### src/rtl/axis_arbiter.sv
// axis_arbiter
//   Packet-aware round-robin arbiter sharing one AXI-stream style output
//   channel between NUM input streams. The granted input's beats pass through
//   one registered output stage, and each beat is tagged with its source index.
//
//   state  | meaning
//   -------+-----------------------------------------------------------------
//   IDLE   | no grant held; arbitrate ivalid starting from the rr pointer
//   GRANT  | input 'grant' owns the output until its releasing beat is taken
//
// Ports:
//   clock, resetn        rising-edge clock, asynchronous active-low reset
//   idata/ilast/ivalid   NUM packed input streams (stream i at [i*WIDTH +: WIDTH])
//   iready               per-input ready, combinational, at most one bit high
//   odata/olast/ochan    registered output beat, end-of-packet flag, source index
//   ovalid/oready        output handshake
//   busy                 high while a grant is held
module axis_arbiter #(
    parameter int WIDTH  = 8,
    parameter int NUM    = 4,
    parameter int CHAN   = 2,
    parameter int PACKET = 1
) (
    input  logic                 clock,
    input  logic                 resetn,
    input  logic [NUM*WIDTH-1:0] idata,
    input  logic [NUM-1:0]       ilast,
    input  logic [NUM-1:0]       ivalid,
    output logic [NUM-1:0]       iready,
    output logic [WIDTH-1:0]     odata,
    output logic                 olast,
    output logic [CHAN-1:0]      ochan,
    output logic                 ovalid,
    input  logic                 oready,
    output logic                 busy
);

    localparam logic [0:0] S_IDLE  = 1'b0;
    localparam logic [0:0] S_GRANT = 1'b1;

    logic [0:0]       state;
    logic [CHAN-1:0]  grant;
    logic [CHAN-1:0]  ptr;
    logic [CHAN-1:0]  pick;
    logic             found;
    logic             load_ok;
    logic             xfer;
    logic             beat_last;
    logic             release_g;
    logic [WIDTH-1:0] gdata;
    logic             glast;
    logic             gvalid;

    // First requesting input at or after ptr, wrapping modulo NUM.
    always_comb begin
        int j;
        pick  = '0;
        found = 1'b0;
        j     = 0;
        for (int k = 0; k < NUM; k++) begin
            j = int'(ptr) + k;
            if (j >= NUM) begin
                j = j - NUM;
            end
            if (!found && ivalid[j]) begin
                pick  = CHAN'(j);
                found = 1'b1;
            end
        end
    end

    always_comb begin
        gdata  = '0;
        glast  = 1'b0;
        gvalid = 1'b0;
        for (int i = 0; i < NUM; i++) begin
            if (grant == CHAN'(i)) begin
                gdata  = idata[i*WIDTH +: WIDTH];
                glast  = ilast[i];
                gvalid = ivalid[i];
            end
        end
    end

    assign busy    = (state == S_GRANT);
    assign load_ok = !ovalid || oready;

    always_comb begin
        iready = '0;
        for (int i = 0; i < NUM; i++) begin
            iready[i] = busy && load_ok && (grant == CHAN'(i));
        end
    end

    assign xfer      = busy && load_ok && gvalid;
    assign beat_last = (PACKET == 0) ? 1'b1 : glast;
    assign release_g = xfer && beat_last;

    always_ff @(posedge clock or negedge resetn) begin
        if (!resetn) begin
            state <= S_IDLE;
            grant <= '0;
            ptr   <= '0;
        end else begin
            case (state)
                S_IDLE: begin
                    if (found) begin
                        state <= S_GRANT;
                        grant <= pick;
                    end
                end
                default: begin
                    if (release_g) begin
                        state <= S_IDLE;
                        // wrap at NUM, not at 2**CHAN
                        ptr   <= (grant == CHAN'(NUM - 1)) ? '0 : grant + CHAN'(1);
                    end
                end
            endcase
        end
    end

    always_ff @(posedge clock or negedge resetn) begin
        if (!resetn) begin
            ovalid <= 1'b0;
            olast  <= 1'b0;
            ochan  <= '0;
        end else if (xfer) begin
            ovalid <= 1'b1;
            olast  <= beat_last;
            ochan  <= grant;
        end else if (oready) begin
            ovalid <= 1'b0;
        end
    end

    // Data path carries no reset; ovalid qualifies it.
    always_ff @(posedge clock) begin
        if (xfer) begin
            odata <= gdata;
        end
    end

endmodule

### config.mk
export PLATFORM = sky130hd
export DESIGN_NAME = axis_arbiter
export DESIGN_NICKNAME = d
export VERILOG_FILES = /design/src/rtl/axis_arbiter.sv
export SDC_FILE = /design/constraint.sdc
export NUM_CORES = 1
export LEC_CHECK = 0
export BUFFER_PORTS_ARGS = -buffer_cell sky130_fd_sc_hd__buf_2
export CORE_MARGIN = 1
export CORE_UTILIZATION = 39
export CTS_CLUSTER_DIAMETER = 60
export CTS_CLUSTER_SIZE = 12
export DETAILED_ROUTE_END_ITERATION = 12
export PLACE_DENSITY_LB_ADDON = 0.15
export SLEW_MARGIN = 20
export SYNTH_ARGS = -nofsm -noshare
export SYNTH_HDL_FRONTEND = slang
export SYNTH_SLANG_ARGS = --single-unit
### constraint.sdc
create_clock -name clock -period 1.9 [get_ports clock]
set_input_delay 0 -clock clock [delete_from_list [all_inputs] [get_ports clock]]
set_output_delay 0 -clock clock [all_outputs]
set_load 0.005 [all_outputs]
==> impl_metrics.tcl, run 1 <==
set metrics [dict create \
    outcome "finished, final reports clean" \
    num_vias 1086 \
    drt_wl_total_um 2691 \
    postSynthCellCount 116 \
    seq_area_um2 466.7 \
    grt_usage_pct 19.99 \
    gp_congestion 0.8566 \
    hold_viol 0 \
    finalNetCount 233 \
    grt_pass1_vias 947 \
    cts_buffer_depth 2 \
    io_pins 60 \
    rows 18 \
    ys_seq_area_share_pct 44.02 \
    portBuffers 59 \
    htree_num_levels 1 \
    hold_path_class "in -> reg" \
    insertion_delay_ns 0.29 \
    critPathMaxStageDelay_ns 0.46 \
    ys_seq_elements 17 \
    critPathLaunchType "register" \
    grt_pass1_wl_um 4140 \
    fillCellCount 244 \
    syn_nets 163 \
    slew_headroom_pct 81.52 \
    p_leak_nw 0.7487 \
    drtIter0Drc 29 \
    power.total_w 0.002236 \
    power_density_mw_per_mm2 1462 \
    hold_ws_ns 0.009370 \
    synthMuxAreaShare_pct 3.787 \
    numCtsBuffers 3 \
    finalCriticalPeriod_ns 1.878 \
    worstMarginPinSlew_ns 0.2768 \
    drv_cap 0 \
    synth-compound-area-share_pct 23.43 \
    routed_via_density 5.051 \
    worstPathRequired_ns 2.08 \
    ir_worst_vdd_mv 0.7677 \
    synth_area_leaders "edfxtp_1 (23%), dfrtp_1 (21%), nand2_1 (6.7%), o21ai_0 (6.2%), a21oi_1 (5.7%)" \
    finish.utilization_pct 60.62 \
    worstSetupPathType "reg -> reg" \
    multi_input_area_um2 586.8 \
    fmax_mhz 532.4 \
    avgSynthCellArea_um2 9.114 \
    period_share_pct 98.86 \
    cts_tree "yes" \
    diodes 0 \
    wl_per_cell_um 12.52 \
    path_clk_slew_ns 0.09 \
    slew_viol_final 0 \
    layout-area-overhead-vs-synth_pct 44.62 \
    synth.distinct_cells 32 \
    antenna_found_initial 0 \
    core_area_mm2 0.002522 \
    postRouteAntennaNets 0 \
    synthSimpleGateAreaFrac_pct 20.00 \
    yosys.area_share.xor_xnor_pct 0 \
    crit_chain "inv_4 > ha_4 > nand3b_4 > a21oi_2 > o221ai_2 > or3_4 > mux2_4" \
    grt_setup_unrepaired "true" \
    synth_adder_area_share_pct 4.734 \
    yosys.area.top_type "edfxtp_1" \
    drc 0 \
    mostFrequentLayoutCells "buf_2 (59), nand2_1 (19), o21ai_0 (13), a21oi_1 (12), buf_4 (10)" \
    clock-skew-final_ns 0.009504 \
    worstSetupEndpointType "register" \
    die_w_um 54.07 \
    dp_hpwl_um 2123 \
    grt_max_degree 19 \
    crit_slowest_cell "dfrtp_2" \
    layout-drive-gt1-share_pct 45.95 \
    clock_sinks 17 \
    critPathArrivalTime_ns 2.06 \
    final_common_cell "buf_2" \
    setup_viol 0 \
    initial_core_util_pct 41.91 \
    first_pass_iters 4 \
    dieArea_mm2 0.002923 \
    synth_area_mm2 0.001057 \
    ys_warn_count 0 \
    synth_top_area_share_pct 22.72 \
    crit_family "simple AND/OR/NAND/NOR gates" \
    synth_top_family_by_area "compound AO/OA/AOI/OAI gates" \
    cts_root_buffer "clkbuf_4" \
    crit_buf_inv 1 \
    grt-ovfl-total 0 \
    die_height_um 54.07 \
    cp_max_fo 4 \
]
-- routing by layer --
metal,track usage (%),routed length [um]
met5,0,0
met1,28.75,1269
met3,2.260,171
met2,31.07,1210
met4,6.410,40
-- registers in the layout, indices dropped and copies added (netlist names) --
name	count
odata	8
grant	2
ochan	2
ptr	2
busy	1
olast	1
ovalid	1
-- cells by family (layout without fill, tap and decap cells) --
family          count (synthesis)  in the layout
compound gates                 40             40
buf+inv                        11             80
simple gates                   41             41
fa+ha+maj                       4              4
flops                          17             17
mux                             3              3
-- tightest hold or removal path: cells and delay by family --
family | cells | cell delay (ns)
buf+inv | 1 | 0.08
compound gates | 1 | 0.06
simple gates | 1 | 0.04
-- repair_timing --
action	4_1_cts	5_1_grt
hold buffers	2	0
hold endpoints to repair	10	0
endpoints found under the setup margin	2	2
pin swaps	0	3
buffers inserted	0	3
resized for setup	4	2
-- synthesized netlist by cell type --
library cell  count
inv_1             5
nand3b_4          1
ha_1              4
o211ai_1          1
o21ai_0          13
a211o_1           1
a2bb2oi_1         1
mux2i_1           1
nor3b_1           1
nor2b_1           2
nor2_1            8
or3_4             1
and2_1            1
and3_1            4
o22ai_1           1
a211oi_1          1
mux2_4            2
nand2_1          19
o21a_1            1
edfxtp_1          8
buf_2             1
nand3_1           1
dfrtp_1           9
buf_1             2
a22oi_1           7
clkbuf_1          3
nand3b_1          1
a21oi_1          12
o221ai_2          1
a21oi_2           1
nand2b_1          1
or4_2             1
-- report_power, final --
| group | leakage [nW] | internal (W) | total [W] | switching (W) |
|---|---|---|---|---|
| Clock | 0.0150 | 0.0000815 | 0.000186 | 0.000104 |
| Sequential | 0.184 | 0.000628 | 0.000724 | 0.0000958 |
| Combinational | 0.549 | 0.000652 | 0.00133 | 0.000675 |
| Total | 0.749 | 0.00136 | 0.00224 | 0.000875 |
-- final timing paths --
kind                       slack (ns)  endpoint  cells after the start       from
min reg2reg                      0.48     olast                      2      olast
min in group asynchronous        0.08     olast                      2     resetn
max in group asynchronous        1.61  grant[0]                      2     resetn
max                              0.02    ptr[1]                      7   grant[0]
min                             0.009  odata[1]                      3  idata[25]
max reg2reg                      0.02    ptr[1]                      7   grant[0]
-- stage by stage --
step | worst slack (ns) | cell area [um2] | cells | TNS, ns
finish | 0.02171 | 1529 | 215 | 0
global route | -0.04191 | 1529 | 215 | -0.08190
CTS | 0.003873 | 1494 | 212 | 0
detailed placement | -0.04470 | 1434 | 206 | -0.08776
global placement | 0.03546 | 1434 | 206 | 0
floorplan | 0.01247 | 1074 | 116 | 0
-- area by class of cell --
cell class                 instances  share of cell area (%)
sequential                        17                   30.52
inverter                           5                   1.391
multi-input combinational         88                   38.38
tap                               30                   2.455
timing repair buffer              71                   25.53
clock buffer                       4                   1.718
Power figures use the tool's default switching activity.
==> inputs of run 2 (changes only) <==
--- a/config.mk
+++ b/config.mk
@@ -12,6 +12,7 @@
 export CTS_CLUSTER_SIZE = 12
 export DETAILED_ROUTE_END_ITERATION = 12
 export PLACE_DENSITY_LB_ADDON = 0.15
+export RECOVER_POWER = 100
 export SLEW_MARGIN = 20
 export SYNTH_ARGS = -nofsm -noshare
 export SYNTH_HDL_FRONTEND = slang
==> run 2 against run 1 <==
Compared with the run above: sequential power hardly changed; die area stayed put; first-iteration DRC count is 6.9% lower; sequential share of layout area is 0.25 points higher; cell area is 0.82% lower; clock-buffer cell count stayed put; core utilization is 0.50 points lower; wire length is 0.45% higher; register-to-register slack hardly changed; non-clock buffer count stayed put; critical path depth stayed put.
==> impl_metrics.tcl, run 2 (synthesis gave the netlist of run 1 again) <==
set metrics [dict create \
    outcome "finished, final reports clean" \
    io_pins 60 \
    grt_pass1_wl_um 4140 \
    worstReg2RegStart "grant[0]" \
    cp_max_fo 4 \
    rows 18 \
    critPathLaunchType "register" \
    grt_max_degree 19 \
    crit_slowest_cell "dfrtp_2" \
    cts_tree "yes" \
    ff2ff_path_depth 7 \
    drtIter0Drc 27 \
    die_w_um 54.07 \
    period_share_pct 98.90 \
    cts_root_buffer "clkbuf_4" \
    first_pass_iters 4 \
    cts_buffer_depth 2 \
    crit_chain "inv_4 > ha_4 > nand3b_4 > a21oi_2 > o221ai_2 > or3_4 > mux2_4" \
    insertion_delay_ns 0.29 \
    finalNetCount 233 \
    hp-start "idata[25]" \
    diodes 0 \
    clock-skew-final_ns 0.009458 \
    fmax_mhz 532.2 \
    gp_congestion 0.8566 \
    layout-area-overhead-vs-synth_pct 43.43 \
    path_clk_slew_ns 0.09 \
    antenna_found_initial 0 \
    wl_per_cell_um 12.57 \
    routed_via_density 5.060 \
    portBuffers 59 \
    hold_viol 0 \
    worstPathRequired_ns 2.08 \
    critPathMaxStageDelay_ns 0.46 \
    drt_wl_total_um 2703 \
    whs_path_depth 3 \
    initial_core_util_pct 41.91 \
    multi_input_area_um2 586.8 \
    critPathArrivalTime_ns 2.06 \
    seq_area_um2 466.7 \
    hold_path_class "in -> reg" \
    drv_cap 0 \
    finalNonFillerCells 215 \
    dp_slack_ns -0.04470 \
    finalCriticalPeriod_ns 1.879 \
    final_common_cell "buf_2" \
    reg2reg_slack_ns 0.02 \
    regToRegEndpoint "ptr[1]" \
    fillCellCount 249 \
    grt_usage_pct 19.99 \
    layout-drive-gt1-share_pct 41.62 \
    setup_viol 0 \
    mostFrequentLayoutCells "buf_2 (52), nand2_1 (19), o21ai_0 (13), a21oi_1 (12)" \
    core_area_mm2 0.002522 \
    power_density_mw_per_mm2 1464 \
    place_inst 206 \
    worst_slack_ns 0.02098 \
    holdPathEnd "odata[1]" \
    numCtsBuffers 3 \
    ir_worst_vdd_mv 0.7665 \
    clock_sinks 17 \
    dp_hpwl_um 2123 \
    p_leak_nw 0.7240 \
    slew_viol_final 0 \
    htree_num_levels 1 \
    startpoint "grant[0]" \
    slew_headroom_pct 67.06 \
    grt_pass1_vias 947 \
    drc 0 \
    grt-ovfl-total 0 \
    largest_reg_flops 8 \
    postRouteAntennaNets 0 \
    worstMarginPinSlew_ns 0.4941 \
    worstSetupPathType "reg -> reg" \
    dieArea_mm2 0.002923 \
    worstSetupEndpointType "register" \
    die_height_um 54.07 \
    regMostFlops "odata" \
    num_vias 1088 \
    grt_setup_unrepaired "true" \
]
run 2: metal layers:
metal / global-route usage (%) / part of all wire, % / vias up
met5: 0 / 0 / -
met4: 6.410 / 1.5 / 0
met3: 2.260 / 6.6 / 4
met2: 31.07 / 45 / 50
met1: 28.75 / 47 / 475
li1: - / - / 559
run 2: stage by stage:
stage               power (W)  hold slack (ns)  instance area [um2]  utilization, %  setup TNS (ns)
floorplan            0.001513          -0.2956                 1074               -               0
global placement     0.001942          -0.1420                 1434           56.85               0
detailed placement   0.001967          -0.1343                 1434           56.85        -0.08776
CTS                  0.002181         0.003996                 1494           59.23               0
global route         0.002440         0.001196                 1516           60.12        -0.08190
finish               0.002220         0.009378                 1516           60.12               0
run 2: layout make-up:
type	count	share of cell area, %
Sequential cell	17	30.78
Clock buffer	4	1.733
Timing Repair Buffer	71	24.92
Tap cell	30	2.475
Inverter	5	1.403
Multi-Input combinational cell	88	38.70
run 2: how the worst max path moves through the flow:
stage	to	cells after the start
3_5_place_dp	ptr[1]	7
4_1_cts	ptr[1]	7
2_1_floorplan	ptr[0]	7
6_report	ptr[1]	7
5_1_grt	ptr[1]	7
3_3_place_gp	ptr[1]	7
run 2: critical path, delay by kind of cell, from the launching register on:
kind / cells / cell delay (ns)
buf+inv: 1 / 0.10
compound gates: 2 / 0.25
fa+ha+maj: 1 / 0.16
simple gates: 2 / 0.50
mux: 1 / 0.30
flops: 1 / 0.46
run 2: power by group:
| part | total (W) | internal [W] | switching, W |
|---|---|---|---|
| Clock | 0.000186 | 0.0000815 | 0.000104 |
| Sequential | 0.000726 | 0.000628 | 0.0000978 |
| Combinational | 0.00131 | 0.000633 | 0.000676 |
run 2: timing repair:
action / CTS / global route
buffers inserted: 0 / 3
pin swaps: 0 / 3
hold buffers: 2 / 0
endpoints found under the setup margin: 2 / 2
endpoints found under the hold margin: 10 / 0
gates resized for setup: 4 / 2
==> inputs of run 3 (changes only) <==
--- a/config.mk
+++ b/config.mk
@@ -7,13 +7,13 @@
 export LEC_CHECK = 0
 export BUFFER_PORTS_ARGS = -buffer_cell sky130_fd_sc_hd__buf_2
 export CORE_MARGIN = 1
-export CORE_UTILIZATION = 39
+export CORE_UTILIZATION = 43
 export CTS_CLUSTER_DIAMETER = 60
 export CTS_CLUSTER_SIZE = 12
 export DETAILED_ROUTE_END_ITERATION = 12
 export PLACE_DENSITY_LB_ADDON = 0.15
 export RECOVER_POWER = 100
-export SLEW_MARGIN = 20
+export SLEW_MARGIN = 15
 export SYNTH_ARGS = -nofsm -noshare
 export SYNTH_HDL_FRONTEND = slang
 export SYNTH_SLANG_ARGS = --single-unit
==> constraint.sdc (replaced) <==
create_clock -name clock -period 1.73 [get_ports clock]
set_input_delay 0 -clock clock [delete_from_list [all_inputs] [get_ports clock]]
set_output_delay 0 -clock clock [all_outputs]
set_load 0.005 [all_outputs]
==> run 3 against run 2 <==
Compared with the run above: the flow now finishes with violations (negative setup slack); wire length is 9.5% higher; clock skew is 0.0049 ns lower; worst setup slack worse by 0.13 ns; sequential cell count stayed put; combinational power is 36% higher; register-to-register slack worse by 0.13 ns; first-iteration DRC count is 3.7% higher; non-clock buffer count is 11 higher; clock-buffer cell count stayed put; largest cell class unchanged; highest routed layer unchanged.
==> impl_metrics.tcl, run 3 (synthesis gave the netlist of run 1 again) <==
set metrics [dict create \
    outcome "complete, but fails checks" \
    violations "negative setup slack" \
    gp_congestion 0.8472 \
    place_inst 208 \
    mostFrequentLayoutCells "buf_2 (57), nand2_1 (18), buf_4 (16), o21ai_0 (11), a21oi_1 (9)" \
    die_height_um 51.59 \
    dieArea_mm2 0.002661 \
    whs_path_depth 3 \
    grt-ovfl-total 0 \
    final_common_cell "buf_2" \
    rows 17 \
    reg2reg_slack_ns -0.10 \
    htree_num_levels 1 \
    regToRegEndpoint "ptr[0]" \
    io_pins 60 \
    slew_headroom_pct 68.16 \
    drc 0 \
    grt_setup_unrepaired "true" \
    worst_slack_ns -0.1042 \
    wl_per_cell_um 13.22 \
    drt_wl_total_um 2961 \
    grt_pass1_wl_um 4533 \
    p_leak_nw 0.7892 \
    fmax_mhz 545.2 \
    hold_viol 0 \
    cts_root_buffer "clkbuf_4" \
    drv_cap 0 \
    setup_tns_ns -0.2399 \
    worstMarginPinSlew_ns 0.4775 \
    regMostFlops "odata" \
    dp_hpwl_um 2182 \
    clock_sinks 17 \
    core_area_mm2 0.002255 \
    clock-skew-final_ns 0.004554 \
    grt_usage_pct 23.18 \
    largest_reg_flops 8 \
    ir_worst_vdd_mv 1.167 \
    finalCriticalPeriod_ns 1.834 \
    holdPathEnd "odata[4]" \
    layout-area-overhead-vs-synth_pct 58.11 \
    first_pass_iters 4 \
    ff2ff_path_depth 6 \
    insertion_delay_ns 0.28 \
    num_vias 1151 \
    hp-start "idata[28]" \
    critPathArrivalTime_ns 2.01 \
    portBuffers 59 \
    worstSetupPathType "reg -> reg" \
    finalNetCount 244 \
    grt_max_degree 19 \
    die_w_um 51.59 \
    cts_buffer_depth 2 \
    dp_slack_ns -0.1968 \
    finalNonFillerCells 224 \
    setup_viol 3 \
    postRouteAntennaNets 0 \
    worstPathRequired_ns 1.91 \
    layout-drive-gt1-share_pct 53.06 \
    routed_via_density 5.138 \
    cp_max_fo 4 \
    numCtsBuffers 3 \
    antenna_found_initial 0 \
    grt_pass1_vias 1044 \
    initial_core_util_pct 46.89 \
    power_density_mw_per_mm2 1662 \
    diodes 0 \
    cts_tree "yes" \
    period_share_pct 106.0 \
    worstReg2RegStart "grant[0]" \
    critPathLaunchType "register" \
    slew_viol_final 0 \
    path_clk_slew_ns 0.09 \
    drtIter0Drc 28 \
    worstSetupEndpointType "register" \
    finish.utilization_pct 74.14 \
    hold_path_class "in -> reg" \
]
==> run 3: changes by cell type in the layout (fill, tap and decap cells not counted), moves of 3 or more <==
cell	before	now
clkbuf_1	9	4
a22oi_1	7	3
buf_6	0	3
a22oi_2	0	4
a21oi_1	12	9
buf_2	52	57
a21oi_2	1	4
buf_4	9	16
==> run 3: critical path, cell delays in order, from the launching register on <==
cell and delay, ns:
dfrtp_2 0.47, inv_4 0.10, ha_4 0.16, nor2b_2 0.18
a21oi_1 0.10, or3_4 0.41, mux2_4 0.30
==> run 3: cell type report <==
| class | count | area, um2 |
|---|---|---|
| Clock buffer | 4 | 26.28 |
| Inverter | 5 | 27.53 |
| Tap cell | 28 | 35.03 |
| Sequential cell | 17 | 466.7 |
| Multi-Input combinational cell | 88 | 635.6 |
| Fill cell | 185 | 583.1 |
| Timing Repair Buffer | 82 | 480.5 |
==> run 3: worst max path at each step <==
stage	start	endpoint	slack, ns	cells past startpoint
after floorplan	grant[1]	ptr[0]	-0.12	7
after global placement	grant[0]	ptr[1]	-0.11	7
after detailed placement	grant[0]	ptr[0]	-0.20	7
after CTS	grant[0]	ptr[0]	-0.12	6
after global routing	grant[0]	ptr[0]	-0.15	6
final	grant[0]	ptr[0]	-0.10	6
==> run 3: power by group <==
group / internal (W) / leakage [nW] / switching [W]
clock: 0.0000895 / 0.0150 / 0.000114
sequential: 0.000689 / 0.184 / 0.000104
combinational: 0.000919 / 0.590 / 0.000863
total: 0.00170 / 0.789 / 0.00108
==> run 3: per-stage QoR <==
step | cell area, um2 | hold WS [ns] | total power [W]
2_1_floorplan | 1086 | -0.2956 | 0.001684
3_3_place_gp | 1471 | -0.1446 | 0.002190
3_5_place_dp | 1471 | -0.1378 | 0.002237
4_1_cts | 1612 | 0.003563 | 0.002647
5_1_grt | 1672 | 0.008426 | 0.002983
6_report | 1672 | 0.01549 | 0.002778
==> run 3: timing repair <==
| item | 4_1_cts | 5_1_grt |
|---|---|---|
| endpoints found under the setup margin | 13 | 19 |
| gates resized for setup | 13 | 11 |
| buffers inserted | 6 | 4 |
| pin swaps | 1 | 5 |
| hold buffers | 2 | 1 |
| endpoints found under the hold margin | 10 | 1 |
==> run 3: per-layer routing <==
layer	wire length (um)	up-vias	part of all wire [%]	global-route usage, %
met5	0	-	0	0
met4	19	0	0.64	13.06
met3	162	2	5.5	3.216
met2	1496	44	51	39.61
met1	1282	526	43	27.75
li1	-	579	-	-
